--- src/rtl/id_ex_pipe_if.sv ---
// rtl/id_ex_pipe_if.sv - decode/execute stage bus: valid/ready handshake plus ID/EX payload
interface id_ex_pipe_if #(
  parameter int DATA_W  = 32,
  parameter int REG_W   = 5,
  parameter int SHAMT_W = 5,
  parameter int FUNCT_W = 6,
  parameter int CTRL_W  = 8
) ();
  logic               valid;
  logic               ready;
  logic [CTRL_W-1:0]  ctrl;
  logic [DATA_W-1:0]  rd1;
  logic [DATA_W-1:0]  rd2;
  logic [DATA_W-1:0]  immed;
  logic [FUNCT_W-1:0] funct;
  logic [SHAMT_W-1:0] shamt;
  logic [REG_W-1:0]   rt;
  logic [REG_W-1:0]   rd;

  modport master (
    output valid, ctrl, rd1, rd2, immed, funct, shamt, rt, rd,
    input  ready
  );

  modport slave (
    input  valid, ctrl, rd1, rd2, immed, funct, shamt, rt, rd,
    output ready
  );
endinterface

--- src/rtl/id_ex_pipe.sv ---
// rtl/id_ex_pipe.sv - ID/EX stage register with skid buffer, flush and saturating stall/bubble counters
module id_ex_pipe #(
  parameter int DATA_W  = 32,
  parameter int REG_W   = 5,
  parameter int SHAMT_W = 5,
  parameter int FUNCT_W = 6,
  parameter int CTRL_W  = 8,
  parameter int CNT_W   = 16
) (
  input  logic             clk,
  input  logic             rst,
  input  logic             flush,
  id_ex_pipe_if.slave      in_if,
  id_ex_pipe_if.master     out_if,
  output logic [CNT_W-1:0] stall_cnt,
  output logic [CNT_W-1:0] bubble_cnt
);

  typedef struct packed {
    logic [CTRL_W-1:0]  ctrl;
    logic [DATA_W-1:0]  rd1;
    logic [DATA_W-1:0]  rd2;
    logic [DATA_W-1:0]  immed;
    logic [FUNCT_W-1:0] funct;
    logic [SHAMT_W-1:0] shamt;
    logic [REG_W-1:0]   rt;
    logic [REG_W-1:0]   rd;
  } payload_t;

  // State bits are {main_valid, skid_valid}; ORPHAN cannot be reached but recovers by promoting the skid.
  typedef enum logic [1:0] {
    EMPTY  = 2'b00,
    ORPHAN = 2'b01,
    ONE    = 2'b10,
    FULL   = 2'b11
  } state_e;

  state_e     state_q;
  payload_t   main_q, main_d;
  payload_t   skid_q, skid_d;
  payload_t   in_payload;
  logic [CNT_W-1:0] stall_cnt_q, stall_cnt_d;
  logic [CNT_W-1:0] bubble_cnt_q, bubble_cnt_d;

  logic main_valid;
  logic skid_valid;
  logic in_ready;
  logic accept;
  logic drain;

  assign main_valid = state_q[1];
  assign skid_valid = state_q[0];
  assign in_ready   = ~skid_valid;
  assign accept     = in_if.valid & in_ready;
  assign drain      = main_valid & out_if.ready;

  assign in_payload = '{
    ctrl:  in_if.ctrl,
    rd1:   in_if.rd1,
    rd2:   in_if.rd2,
    immed: in_if.immed,
    funct: in_if.funct,
    shamt: in_if.shamt,
    rt:    in_if.rt,
    rd:    in_if.rd
  };

  always_ff @(posedge clk or negedge rst) begin
    if (!rst) begin
      state_q <= EMPTY;
    end else if (flush) begin
      state_q <= EMPTY;
    end else begin
      case (state_q)
        EMPTY:   if (accept) state_q <= ONE;
        ONE: begin
          if (accept && !drain)      state_q <= FULL;
          else if (!accept && drain) state_q <= EMPTY;
        end
        FULL:    if (drain) state_q <= ONE;
        ORPHAN:  state_q <= ONE;
        default: state_q <= EMPTY;
      endcase
    end
  end

  // Payload slots load only when written; a flushed handshake leaves them untouched.
  always_comb begin
    main_d = main_q;
    skid_d = skid_q;
    if (!flush) begin
      case (state_q)
        EMPTY: if (accept) main_d = in_payload;
        ONE: begin
          if (accept && drain) main_d = in_payload;
          else if (accept)     skid_d = in_payload;
        end
        FULL:    if (drain) main_d = skid_q;
        ORPHAN:  main_d = skid_q;
        default: ;
      endcase
    end
  end

  always_ff @(posedge clk or negedge rst) begin
    if (!rst) begin
      main_q <= '0;
      skid_q <= '0;
    end else begin
      main_q <= main_d;
      skid_q <= skid_d;
    end
  end

  always_comb begin
    stall_cnt_d  = stall_cnt_q;
    bubble_cnt_d = bubble_cnt_q;
    if (main_valid && !out_if.ready && (stall_cnt_q != '1))
      stall_cnt_d = stall_cnt_q + CNT_W'(1);
    if (!main_valid && out_if.ready && (bubble_cnt_q != '1))
      bubble_cnt_d = bubble_cnt_q + CNT_W'(1);
  end

  always_ff @(posedge clk or negedge rst) begin
    if (!rst) begin
      stall_cnt_q  <= '0;
      bubble_cnt_q <= '0;
    end else begin
      stall_cnt_q  <= stall_cnt_d;
      bubble_cnt_q <= bubble_cnt_d;
    end
  end

  assign stall_cnt  = stall_cnt_q;
  assign bubble_cnt = bubble_cnt_q;

  assign in_if.ready  = in_ready;
  assign out_if.valid = main_valid;
  assign out_if.ctrl  = main_valid ? main_q.ctrl : '0;
  assign out_if.rd1   = main_q.rd1;
  assign out_if.rd2   = main_q.rd2;
  assign out_if.immed = main_q.immed;
  assign out_if.funct = main_q.funct;
  assign out_if.shamt = main_q.shamt;
  assign out_if.rt    = main_q.rt;
  assign out_if.rd    = main_q.rd;

endmodule

--- src/flat_wrapper.sv ---
// flat-port wrapper written by rule: the top's interface ports become plain ports
module id_ex_pipe_flat 
#(
  parameter int DATA_W  = 32,
  parameter int REG_W   = 5,
  parameter int SHAMT_W = 5,
  parameter int FUNCT_W = 6,
  parameter int CTRL_W  = 8,
  parameter int CNT_W   = 16
)
  (clk, rst, flush, stall_cnt, bubble_cnt, in_if_valid, in_if_ctrl, in_if_rd1, in_if_rd2, in_if_immed, in_if_funct, in_if_shamt, in_if_rt, in_if_rd, in_if_ready, out_if_valid, out_if_ctrl, out_if_rd1, out_if_rd2, out_if_immed, out_if_funct, out_if_shamt, out_if_rt, out_if_rd, out_if_ready);
  id_ex_pipe_if #(.DATA_W(DATA_W), .REG_W(REG_W), .SHAMT_W(SHAMT_W), .FUNCT_W(FUNCT_W), .CTRL_W(CTRL_W)) in_if_i ();
  id_ex_pipe_if #(.DATA_W(DATA_W), .REG_W(REG_W), .SHAMT_W(SHAMT_W), .FUNCT_W(FUNCT_W), .CTRL_W(CTRL_W)) out_if_i ();
  input  logic clk;
  input  logic rst;
  input  logic flush;
  output logic [CNT_W-1:0] stall_cnt;
  output logic [CNT_W-1:0] bubble_cnt;
  input wire logic [$bits(in_if_i.valid)-1:0] in_if_valid;
  input wire logic [$bits(in_if_i.ctrl)-1:0] in_if_ctrl;
  input wire logic [$bits(in_if_i.rd1)-1:0] in_if_rd1;
  input wire logic [$bits(in_if_i.rd2)-1:0] in_if_rd2;
  input wire logic [$bits(in_if_i.immed)-1:0] in_if_immed;
  input wire logic [$bits(in_if_i.funct)-1:0] in_if_funct;
  input wire logic [$bits(in_if_i.shamt)-1:0] in_if_shamt;
  input wire logic [$bits(in_if_i.rt)-1:0] in_if_rt;
  input wire logic [$bits(in_if_i.rd)-1:0] in_if_rd;
  output wire logic [$bits(in_if_i.ready)-1:0] in_if_ready;
  output wire logic [$bits(out_if_i.valid)-1:0] out_if_valid;
  output wire logic [$bits(out_if_i.ctrl)-1:0] out_if_ctrl;
  output wire logic [$bits(out_if_i.rd1)-1:0] out_if_rd1;
  output wire logic [$bits(out_if_i.rd2)-1:0] out_if_rd2;
  output wire logic [$bits(out_if_i.immed)-1:0] out_if_immed;
  output wire logic [$bits(out_if_i.funct)-1:0] out_if_funct;
  output wire logic [$bits(out_if_i.shamt)-1:0] out_if_shamt;
  output wire logic [$bits(out_if_i.rt)-1:0] out_if_rt;
  output wire logic [$bits(out_if_i.rd)-1:0] out_if_rd;
  input wire logic [$bits(out_if_i.ready)-1:0] out_if_ready;
  assign in_if_i.valid = in_if_valid;
  assign in_if_i.ctrl = in_if_ctrl;
  assign in_if_i.rd1 = in_if_rd1;
  assign in_if_i.rd2 = in_if_rd2;
  assign in_if_i.immed = in_if_immed;
  assign in_if_i.funct = in_if_funct;
  assign in_if_i.shamt = in_if_shamt;
  assign in_if_i.rt = in_if_rt;
  assign in_if_i.rd = in_if_rd;
  assign in_if_ready = in_if_i.ready;
  assign out_if_valid = out_if_i.valid;
  assign out_if_ctrl = out_if_i.ctrl;
  assign out_if_rd1 = out_if_i.rd1;
  assign out_if_rd2 = out_if_i.rd2;
  assign out_if_immed = out_if_i.immed;
  assign out_if_funct = out_if_i.funct;
  assign out_if_shamt = out_if_i.shamt;
  assign out_if_rt = out_if_i.rt;
  assign out_if_rd = out_if_i.rd;
  assign out_if_i.ready = out_if_ready;
  id_ex_pipe #(.DATA_W(DATA_W), .REG_W(REG_W), .SHAMT_W(SHAMT_W), .FUNCT_W(FUNCT_W), .CTRL_W(CTRL_W), .CNT_W(CNT_W)) u_core (.clk(clk), .rst(rst), .flush(flush), .in_if(in_if_i), .out_if(out_if_i), .stall_cnt(stall_cnt), .bubble_cnt(bubble_cnt));
endmodule
--- config.mk ---
export PLATFORM = sky130hd
export DESIGN_NAME = id_ex_pipe_flat
export DESIGN_NICKNAME = d
export VERILOG_FILES = /design/src/rtl/id_ex_pipe_if.sv /design/src/rtl/id_ex_pipe.sv /design/src/flat_wrapper.sv
export SDC_FILE = /design/constraint.sdc
export NUM_CORES = 1
export LEC_CHECK = 0
export CORE_MARGIN = 4
export CORE_UTILIZATION = 40
export CTS_BUF_LIST = sky130_fd_sc_hd__clkbuf_2 sky130_fd_sc_hd__clkbuf_4 sky130_fd_sc_hd__clkbuf_8
export CTS_CLUSTER_DIAMETER = 30
export CTS_CLUSTER_SIZE = 10
export DETAILED_ROUTE_END_ITERATION = 7
export DONT_BUFFER_PORTS = 1
export MAX_ROUTING_LAYER = met4
export PLACE_DENSITY_LB_ADDON = 0.08
export SLEW_MARGIN = 20
export SYNTH_ARGS = -nofsm -noshare
export SYNTH_HDL_FRONTEND = slang
export SYNTH_SLANG_ARGS = --single-unit
--- constraint.sdc ---
create_clock -name clk -period 5.95 [get_ports clk]
set_clock_uncertainty 0.2 [all_clocks]
set_input_delay 1.19 -clock clk [delete_from_list [all_inputs] [get_ports clk]]
set_output_delay 1.19 -clock clk [all_outputs]
set_load 0.02 [all_outputs]
==> impl_metrics.ini <==
[timing]
fin_tns_setup_ns = 0
setup_viol = 0
post-route-min-period_ns = 3.574
finalCritPeriodShare_pct = 60.06
fin_ws_ns = 2.376
relSlewSlack_pct = 34.56
worst_slew_pin_slew_ns = 0.9816
rsz0062_at_grt = no
finalHoldViolCount = 0
drv_slew = 0
max_freq_mhz = 279.8

[routing]
drt_iter0_drc = 289
wirelength_um = 28890
drc_errors = 0
vias_per_cell = 4.901
vias = 7352
drtPass1Iterations = 4
routedWlPerCell_um = 19.26
postRouteAntennaNets = 0

[finish]
ff_latch_area_mm2 = 0.007111
multiInputGateArea_mm2 = 0.004735
area_growth_pct = 7.413
finalInstanceArea_mm2 = 0.01407
nets = 1143
drive_above_1_share_pct = 25.38
num-fill-cells = 3016

[placed_design]
gp_congestion = 0.8019
hpwl_um = 18280
pre_cts_slack_ns = 1.898
dpl-instance-area_mm2 = 0.01246
io_buffers = 0

[run]
cap_violations = 0

[clocking]
cts_setup_buffers = 0
numCtsBuffers = 73
cts_max_level = 3
worstSkewPairLatency_ns = 0.56
root_buffer = clkbuf_8
cts_tree = yes
ctsHoldBuffers = 0
clk_path_buf_depth = 3
cts_sinks = 284
path_clk_slew_ns = 0.05
cts_resized = 0

[pwr]
pwr-share-clk_pct = 41.8
p_per_area_mw_per_mm2 = 440.3
swShare_pct = 28.38
p_leak_nw = 5.986
finalPower_mw = 6.194
p_sw_mw = 1.758
ir_drop_mv = 0.3031
p_comb_share_pct = 9.6
pwr-share-seq_pct = 48.6
p_int_mw = 4.436

[logic_synthesis]
synth.yosys.seq_area_share_pct = 54.26
synthTopCellsByCount = dfrtp_1, nand2_1, mux2i_1
ys_types = 48
synth.area.top_cells = dfrtp_1, mux2_2, mux2i_1
yosysMostFrequentCell = dfrtp_1
synth.yosys.warnings = 0
avgSynthCellArea_um2 = 11.89
syn_nets = 1236
async_flop_share_pct = 100.0
syn-instance-count = 1102
synth_top_area_share_pct = 54.26
synth_edf_count = 0
synth.largest_area_cell = dfrtp_1
netlist_area_mm2 = 0.01310
synth_seq_cells = 284
ys.flop_type = dfrtp_1

[worst_setup_path]
worstSetupStartpointType = flop
startpoint = u_core.state_q[0]$_DFFE_PN0P_
endpoint_kind = flop
crit_type = reg2reg
worstPathArrival_ns = 3.78
max_stage_delay_ns = 0.84
cp_slowest_cell = dfrtp_4
path_max_fanout = 100
crit_chain = nor2b_2 -> ha_1 -> mux2i_1 -> a211o_4 -> buf_4 -> o21ai_1
required_ns = 6.16
r2r_start = u_core.state_q[0]$_DFFE_PN0P_
r2r_setup_slack_ns = 2.38

[global_routing]
grt_pass1_wl_um = 45520
grt_overflow = 0
grt_max_degree = 285
antenna_found_initial = 2
grt_use_total_pct = 16.51
grt_pass1_vias = 7650

[floorplanning]
die-area_mm2 = 0.03570
row_count = 65
fp.dieW_um = 189.0
die_h_um = 189.0
coreArea_mm2 = 0.03196
initial_utilization_pct = 40.98
io-pin-count = 289

[run_status]
status = completed

[hold_path]
worstHoldPathType = in2async
power groups by stage:
stage	clock network (mW)	logic, mW	registers, mW
2_1_floorplan	0	1.02	2.68
3_3_place_gp	0	0.584	3.04
3_5_place_dp	0	0.608	3.05
4_1_cts	2.69	0.609	3.02
5_1_grt	2.80	0.687	3.08
6_report	2.59	0.594	3.01
cell type report:
type,count,share of cell area [%]
tap,435,3.869
timing repair buffer,6,0.4091
clock inverter,19,1.797
inverter,4,0.1067
multi-input combinational,640,33.65
clock buffer,107,9.534
antenna,5,0.08894
sequential,284,50.54
logic make-up after synthesis:
logic type                 synth area share, %
DFF                                      54.26
muxes                                    20.63
and+or+nand+nor                          7.738
buffers and inverters                    9.696
AOI/OAI and AO/OA                        5.617
xor gates and xnor gates                 1.672
adders and majority gates               0.3821
state kept, by name, indices dropped and copies added (netlist names):
name / count
u_core.out_if.funct: 6
u_core.out_if.shamt: 5
u_core.bubble_cnt: 16
u_core.out_if.rt: 5
u_core.out_if.rd: 5
u_core.out_if.immed: 32
u_core.main_q: 8
u_core.out_if.rd2: 32
u_core.out_if.rd1: 32
u_core.state_q: 2
u_core.skid_q: 125
u_core.stall_cnt: 16
stage by stage:
step / util [%] / std cells / hold WS [ns]
after CTS: 43.98 / 1495 / 0.06831
after floorplan: - / 1102 / 0.2424
after global routing: 44.01 / 1499 / 0.07708
after detailed placement: 38.99 / 1369 / 0.2650
final: 44.02 / 1500 / 0.1285
after global placement: 38.99 / 1369 / 0.2568
path summary, 6_finish.rpt:
kind,endpoint,depth (start not counted)
setup / recovery,u_core.out_if.rd1[16]$_DFFE_PN0P_,6
hold / removal,u_core.skid_q[17]$_DFFE_PN0P_,0
setup reg to reg,u_core.out_if.rd1[16]$_DFFE_PN0P_,6
hold reg to reg,u_core.main_q[117]$_DFFE_PN0P_,2
max in group asynchronous,u_core.out_if.rd2[28]$_DFFE_PN0P_,0
min in group clk,u_core.main_q[117]$_DFFE_PN0P_,2
layout by cell type (no fill, tap or decap), types with 2 or more instances in the layout:
| master | n |
|---|---|
| o21ai_0 | 25 |
| bufinv_16 | 6 |
| clkinv_2 | 10 |
| clkbuf_4 | 21 |
| mux2_1 | 3 |
| mux2i_1 | 126 |
| a211oi_1 | 2 |
| nor2_1 | 10 |
| a21oi_1 | 6 |
| nand4_1 | 8 |
| mux2_2 | 125 |
| nor4b_1 | 2 |
| nand3_1 | 10 |
| and4_1 | 2 |
| nand2b_1 | 3 |
| buf_4 | 5 |
| dfrtp_1 | 283 |
| ha_1 | 4 |
| a21boi_0 | 2 |
| clkbuf_8 | 86 |
| diode_2 | 5 |
| inv_1 | 4 |
| clkinvlp_4 | 3 |
| nor4_1 | 9 |
| nand2_1 | 139 |
| xor2_1 | 22 |
| o21ai_1 | 100 |
| nor3_1 | 9 |
| xnor2_1 | 3 |
| and2_1 | 8 |
critical path, delay by kind of cell, from the launching register on:
kind                     cells  cell delay (ns)
AO/OA/AOI/OAI                2             0.96
flip-flops                   1             0.84
buffers and inverters        1             0.81
adder cells (fa/ha/maj)      1             0.25
multiplexers                 1             0.18
AND/OR/NAND/NOR              1             0.12
layer usage:
layer,global-route usage (%),routed length (µm),vias to the layer above
li1,-,-,3531
met1,19.11,11650,3533
met2,24.74,13320,235
met3,8.573,3262,53
met4,5.774,648,0
met5,-,0,-
Power figures use the tool's default switching activity.
